$ cat config.mk
export PLATFORM = sky130hd
export DESIGN_NAME = ibex_msg_router
export DESIGN_NICKNAME = d
export VERILOG_FILES = /design/src/rtl/ibex_msg_router.sv
export SDC_FILE = /design/constraint.sdc
export NUM_CORES = 2
export LEC_CHECK = 0
export CAP_MARGIN = 40
export CORE_UTILIZATION = 62
export CTS_CLUSTER_DIAMETER = 120
export DETAILED_ROUTE_END_ITERATION = 8
export MAX_ROUTING_LAYER = met4
export PLACE_DENSITY_LB_ADDON = 0.1
export SLEW_MARGIN = 20
export SYNTH_ARGS = -nofsm -noshare
export SYNTH_HDL_FRONTEND = slang
export SYNTH_SLANG_ARGS = --single-unit
$ cat constraint.sdc
create_clock -name clk_i -period 10.2 [get_ports clk_i]
set_input_delay 1.53 -clock clk_i [delete_from_list [all_inputs] [get_ports clk_i]]
set_output_delay 1.53 -clock clk_i [all_outputs]
set_load 0.03 [all_outputs]
$ cat src/rtl/ibex_msg_router.sv
// Message fabric between cluster cores: per-source FIFOs, round-robin arbitration and
// a registered one-hot delivery port that carries at most one message per cycle.
module ibex_msg_router #(
  parameter int unsigned NumCores  = 4,
  parameter int unsigned FifoDepth = 4
) (
  input  logic                   clk_i,
  input  logic                   rst_ni,
  input  logic [NumCores-1:0]    src_valid_i,
  input  logic [NumCores*5-1:0]  src_addr_i,
  input  logic [NumCores*2-1:0]  src_len_i,
  input  logic [NumCores*32-1:0] src_data_i,
  input  logic [NumCores*32-1:0] src_msg1_i,
  input  logic [NumCores*32-1:0] src_msg2_i,
  input  logic [NumCores*32-1:0] src_msg3_i,
  output logic [NumCores-1:0]    dst_valid_o,
  output logic [4:0]             dst_addr_o,
  output logic [1:0]             dst_len_o,
  output logic [31:0]            dst_data_o,
  output logic [31:0]            dst_msg1_o,
  output logic [31:0]            dst_msg2_o,
  output logic [31:0]            dst_msg3_o,
  input  logic                   clear_i,
  output logic [NumCores-1:0]    overflow_o,
  output logic [NumCores-1:0]    bad_dest_o,
  output logic [15:0]            drop_cnt_o
);

  localparam int unsigned IdxW  = $clog2(NumCores);
  localparam int unsigned PtrW  = $clog2(FifoDepth);
  localparam int unsigned CntW  = PtrW + 1;
  localparam int unsigned DropW = $clog2(NumCores + 1);

  typedef struct packed {
    logic [4:0]  dest;
    logic [1:0]  len;
    logic [31:0] data;
    logic [31:0] msg1;
    logic [31:0] msg2;
    logic [31:0] msg3;
  } entry_t;

  logic [NumCores-1:0] not_empty;
  logic [NumCores-1:0] gnt;
  logic [NumCores-1:0] drop_bad;
  logic [NumCores-1:0] drop_ovf;
  entry_t              head [NumCores];
  entry_t              sel_head;

  logic                gnt_valid;
  logic [IdxW-1:0]     gnt_idx;
  logic [IdxW-1:0]     cand;
  logic [IdxW-1:0]     rr_q, rr_d;

  logic [DropW-1:0]    n_drop;
  logic [16:0]         cnt_sum;
  logic [15:0]         drop_cnt_q, drop_cnt_d;
  logic [NumCores-1:0] ovf_q, ovf_d;
  logic [NumCores-1:0] bad_q, bad_d;

  logic [NumCores-1:0] dst_valid_q, dst_valid_d;
  logic [4:0]          dst_addr_q;
  entry_t              dst_q;

  for (genvar i = 0; i < NumCores; i++) begin : g_src
    entry_t          mem_q [FifoDepth];
    entry_t          in_e;
    logic [PtrW-1:0] wr_ptr_q, rd_ptr_q;
    logic [CntW-1:0] cnt_q;
    logic            bad, full, push, pop;

    assign in_e = {src_addr_i[i*5 +: 5], src_len_i[i*2 +: 2], src_data_i[i*32 +: 32],
                   src_msg1_i[i*32 +: 32], src_msg2_i[i*32 +: 32], src_msg3_i[i*32 +: 32]};

    // A full FIFO still accepts when its head is popped in the same cycle.
    assign bad  = src_valid_i[i] && (in_e.dest >= 5'(NumCores));
    assign full = (cnt_q == CntW'(FifoDepth));
    assign pop  = gnt[i];
    assign push = src_valid_i[i] && !bad && (!full || pop);

    assign drop_bad[i]  = bad;
    assign drop_ovf[i]  = src_valid_i[i] && !bad && full && !pop;
    assign not_empty[i] = (cnt_q != '0);
    assign head[i]      = mem_q[rd_ptr_q];

    always_ff @(posedge clk_i or negedge rst_ni) begin
      if (!rst_ni) begin
        wr_ptr_q <= '0;
        rd_ptr_q <= '0;
        cnt_q    <= '0;
      end else begin
        if (push) wr_ptr_q <= wr_ptr_q + PtrW'(1);
        if (pop)  rd_ptr_q <= rd_ptr_q + PtrW'(1);
        if (push && !pop)      cnt_q <= cnt_q + CntW'(1);
        else if (pop && !push) cnt_q <= cnt_q - CntW'(1);
      end
    end

    always_ff @(posedge clk_i) begin
      if (push) mem_q[wr_ptr_q] <= in_e;
    end
  end

  // Round-robin search from rr_q; scanning downward lets the nearest requester win.
  always_comb begin
    gnt_valid = 1'b0;
    gnt_idx   = '0;
    cand      = '0;
    gnt       = '0;
    for (int k = NumCores - 1; k >= 0; k--) begin
      cand = IdxW'((int'(rr_q) + k) % int'(NumCores));
      if (not_empty[cand]) begin
        gnt_valid = 1'b1;
        gnt_idx   = cand;
      end
    end
    if (gnt_valid) gnt = NumCores'(1) << gnt_idx;
  end

  assign sel_head = head[gnt_idx];

  always_comb begin
    rr_d        = rr_q;
    dst_valid_d = '0;
    if (gnt_valid) begin
      rr_d        = (gnt_idx == IdxW'(NumCores - 1)) ? '0 : gnt_idx + IdxW'(1);
      dst_valid_d = NumCores'(1) << sel_head.dest;
    end
  end

  // Clear wipes history, but drops of the clearing cycle are still recorded.
  always_comb begin
    n_drop = '0;
    for (int i = 0; i < NumCores; i++) begin
      n_drop = n_drop + DropW'(drop_bad[i] | drop_ovf[i]);
    end
    cnt_sum    = 17'(clear_i ? 16'h0000 : drop_cnt_q) + 17'(n_drop);
    drop_cnt_d = cnt_sum[16] ? 16'hFFFF : cnt_sum[15:0];
    ovf_d      = (clear_i ? '0 : ovf_q) | drop_ovf;
    bad_d      = (clear_i ? '0 : bad_q) | drop_bad;
  end

  always_ff @(posedge clk_i or negedge rst_ni) begin
    if (!rst_ni) begin
      rr_q        <= '0;
      drop_cnt_q  <= '0;
      ovf_q       <= '0;
      bad_q       <= '0;
      dst_valid_q <= '0;
      dst_addr_q  <= '0;
      dst_q       <= '0;
    end else begin
      rr_q        <= rr_d;
      drop_cnt_q  <= drop_cnt_d;
      ovf_q       <= ovf_d;
      bad_q       <= bad_d;
      dst_valid_q <= dst_valid_d;
      if (gnt_valid) begin
        dst_addr_q <= 5'(gnt_idx);
        dst_q      <= sel_head;
      end
    end
  end

  assign dst_valid_o = dst_valid_q;
  assign dst_addr_o  = dst_addr_q;
  assign dst_len_o   = dst_q.len;
  assign dst_data_o  = dst_q.data;
  assign dst_msg1_o  = dst_q.msg1;
  assign dst_msg2_o  = dst_q.msg2;
  assign dst_msg3_o  = dst_q.msg3;
  assign overflow_o  = ovf_q;
  assign bad_dest_o  = bad_q;
  assign drop_cnt_o  = drop_cnt_q;

endmodule

==> impl_metrics.py <==
metrics = {
    "synth": {
        "synth_compound_area_share_pct": 2.78,
        "yosys-top-cells-area": "edfxtp_1 (73%), mux4_2 (13%), dfrtp_1 (5.3%), mux2i_1 (1.5%), a32oi_1 (1.3%)",
        "yosys.area_share.adder_pct": 0.509,
        "yosysTopAreaCellShare_pct": 72.9,
        "muxShareOfSynthArea_pct": 14.9,
        "synth_seq_cells": 2350,
        "synth.distinct_cells": 55,
        "synth-xor-area-share_pct": 0.344,
        "synthMostInstantiatedCell": "edfxtp_1",
        "synthArstFlopShare_pct": 8.09,
        "yosysWarnings": 0,
        "yosys.area_share.simple_pct": 1.98,
        "ys_seq_area_share_pct": 78.2,
        "synth_top_family_by_area": "multiplexers",
        "synthTopCellsByCount": "edfxtp_1 (2160), mux4_2 (528), nand2_1 (290), dfrtp_1 (190), o21a_1 (132)",
        "synth_edf_count": 2160,
        "syn-cell-area_sq_mm": 0.0890,
        "synthFlopType": "edfxtp_1",
        "synth.avg_cell_area_sq_um": 22.0,
        "yosys.area.top_type": "edfxtp_1",
        "syn_inst": 4046,
    },
    "clocking": {
        "cts_resized": 0,
        "root_buffer": "clkbuf_16",
        "ctsLongestPathBuffers": 3,
        "cts_setup_buffers": 0,
        "ctsHoldBuffers": 0,
        "cts_sinks": 2350,
        "clk_latency_ps": 850,
        "cts_made_buffers": 221,
        "htreeDepth": 4,
        "clk_pin_slew_ps": 60,
        "cts_tree": "built",
    },
    "die": {
        "chipWidth_um": 381,
        "start_util_pct": 62.7,
        "die-area_sq_mm": 0.145,
        "io_pins": 710,
        "rows": 138,
        "die_h_um": 381,
        "core_area_sq_mm": 0.142,
    },
    "worst_hold_path": {
        "min-delay-start": "dst_msg2_o[24]",
        "min_path_cells": 1,
        "min_to": "dst_msg2_o[24]",
        "hold_class": "flip-flop to flip-flop",
    },
    "worst_setup_path": {
        "r2r_end": "drop_cnt_o[3]",
        "cpMaxStageDelayCell": "or4b_2",
        "path_cells": "nor3_2, o22ai_1, a211oi_4, buf_4, buf_12, inv_1, ha_1, or4b_2, a21oi_1, fa_1, fa_1, nand2_1, nor4_1, nor2b_1, nand4_1, o311ai_0",
        "worst_setup_path_end_kind": "flip-flop",
        "r2r_start": "g_src[2].cnt_q[2]",
        "cp_data_arrival_time_ps": 6600,
        "crit_path_max_incr_delay_ps": 710,
        "worstSetupStartpointType": "flip-flop",
        "ff2ff_path_depth": 16,
        "reg2reg_setup_slack_ps": 4310,
        "cp_max_fo": 27,
        "crit_type": "flip-flop to flip-flop",
        "crit_path_frequent_cell": "fa_1",
        "required_ps": 10910,
    },
    "detailed_routing": {
        "num_vias": 45400,
        "routed_wl_um": 228000,
        "drtPass1Iterations": 6,
        "ant_nets": 0,
        "drcViolationCount": 0,
        "drtIter0Drc": 4934,
        "drt-wirelength-per-cell_um": 32.3,
        "via_per_inst": 6.44,
    },
    "placed_design": {
        "dpl.hpwl_um": 145000,
        "dp.cells": 6525,
        "gp_congestion": 0.817,
        "port_buffers": 706,
    },
    "grt": {
        "first_global_vias": 45900,
        "grt_pass1_wl_um": 324000,
        "grt_max_degree": 135,
        "grt_util_all_layers_pct": 32.7,
        "grt_overflow": 0,
        "antenna_found_initial": 100,
    },
    "timing": {
        "setup_viol": 0,
        "max-slew-margin-rel_pct": 7.01,
        "finalCriticalPeriod_ps": 5890,
        "fin_skew_ps": 31.4,
        "worst_hold_slack_ps": 489,
        "max_freq_ghz": 0.170,
        "grt_setup_unrepaired": "false",
        "worst_pin_slew_ps": 1390,
        "finalCritPeriodShare_pct": 57.8,
        "finalMaxSlewViolations": 0,
        "fin_setup_tns_ps": 0,
        "hold_viol": 0,
    },
    "cells_and_area": {
        "final_nets": 5439,
        "fillCellCount": 7864,
        "drive_above_1_share_pct": 20.1,
        "areaGrowthSynthToFinish_pct": 19.8,
        "final_cells": 7056,
    },
    "power": {
        "power_density_mw_per_mm2": 280,
        "peakVddDrop_mv": 0.467,
        "leakage_uw": 0.0349,
    },
    "flow_run": {
        "cap_violations": 0,
    },
    "run_status": {
        "outcome": "finished, final reports clean",
    },
}
sequential cells by signal, summed over array words and instances, names as in the netlist, 8 cells and up:
name            count
dst_data_o         32
dst_msg2_o         32
dst_msg3_o         32
g_src.rd_ptr_q      8
dst_msg1_o         32
g_src.cnt_q        12
g_src.wr_ptr_q      8
drop_cnt_o         16
g_src.mem_q      2160
how the worst max path moves through the flow:
stage | from | endpoint | slack [ps] | cells after the start
floorplan | g_src[2].cnt_q[2] | g_src[1].mem_q[0][0] | 4250 | 10
global placement | g_src[2].cnt_q[1] | drop_cnt_o[3] | 4440 | 15
detailed placement | g_src[2].cnt_q[1] | drop_cnt_o[3] | 4380 | 16
CTS | g_src[2].cnt_q[1] | drop_cnt_o[3] | 4390 | 16
global route | g_src[2].cnt_q[1] | drop_cnt_o[3] | 3880 | 16
finish | g_src[2].cnt_q[2] | drop_cnt_o[3] | 4310 | 16
critical path, delay by kind of cell (launching register included):
family	cells	cell delay, ps
AND/OR/NAND/NOR	6	2570
AO/OA/AOI/OAI	4	1120
flip-flops	1	410
adder cells (fa/ha/maj)	3	780
buffers and inverters	3	890
routing by layer:
layer / wire (um) / global-route usage, % / vias up
li1: - / - / 18600
met1: 83500 / 42.5 / 24100
met2: 115000 / 51.5 / 2326
met3: 22400 / 7.82 / 356
met4: 6740 / 10.7 / 0
met5: 0 / - / -
where the power goes:
group          internal [uW]  leakage (uW)  switching [uW]
sequential             11200        0.0217             558
combinational           4270       0.00957            5490
clock                   4860       0.00367            3510
cell type report:
type / instances / area (sq um) / area share (%)
clock buffer: 305 / 6210 / 5.82
antenna: 108 / 270 / 0.253
clock inverter: 116 / 1280 / 1.20
inverter: 26 / 105 / 0.0985
timing repair buffer: 806 / 8440 / 7.91
multi-input combinational: 1455 / 18300 / 17.2
sequential: 2350 / 69600 / 65.3
tap: 1890 / 2360 / 2.22
placed cells by master, fill, tap and decap left out, types with 14 or more instances in the layout:
cell type,n
a21oi_1,14
a32oi_1,129
and2_4,16
buf_12,25
buf_16,15
buf_4,60
bufinv_16,24
clkbuf_1,51
clkbuf_16,224
clkbuf_8,30
clkdlybuf4s50_1,705
clkinv_1,27
clkinv_2,45
dfrtp_1,182
diode_2,108
edfxtp_1,2160
ha_1,25
inv_1,25
mux2i_1,131
mux4_2,528
nand2_1,290
nor2_1,15
nor3_1,22
o21a_1,132
o21ai_0,17
xnor2_1,20
xor2_1,15
per-stage QoR:
stage | area (sq um) | power, uW | util (%) | setup slack [ps]
final | 107000 | 29900 | 75.1 | 4310
after global placement | 98100 | 21400 | 69.1 | 4440
after global routing | 107000 | 30900 | 75.1 | 3880
after detailed placement | 98800 | 21700 | 69.6 | 4380
after CTS | 106000 | 30100 | 74.9 | 4390
after floorplan | 89000 | 18200 | - | 4250
cell families (layout without fill, tap and decap cells):
kind of cell | after synthesis | in the layout
mux | 665 | 665
other cells | 1 | 111
compound gates | 317 | 317
xor+xnor | 35 | 35
buf+inv | 243 | 1253
flops | 2350 | 2350
simple gates | 403 | 403
fa+ha+maj | 32 | 32
No activity file was read; power rests on OpenSTA's default activity.
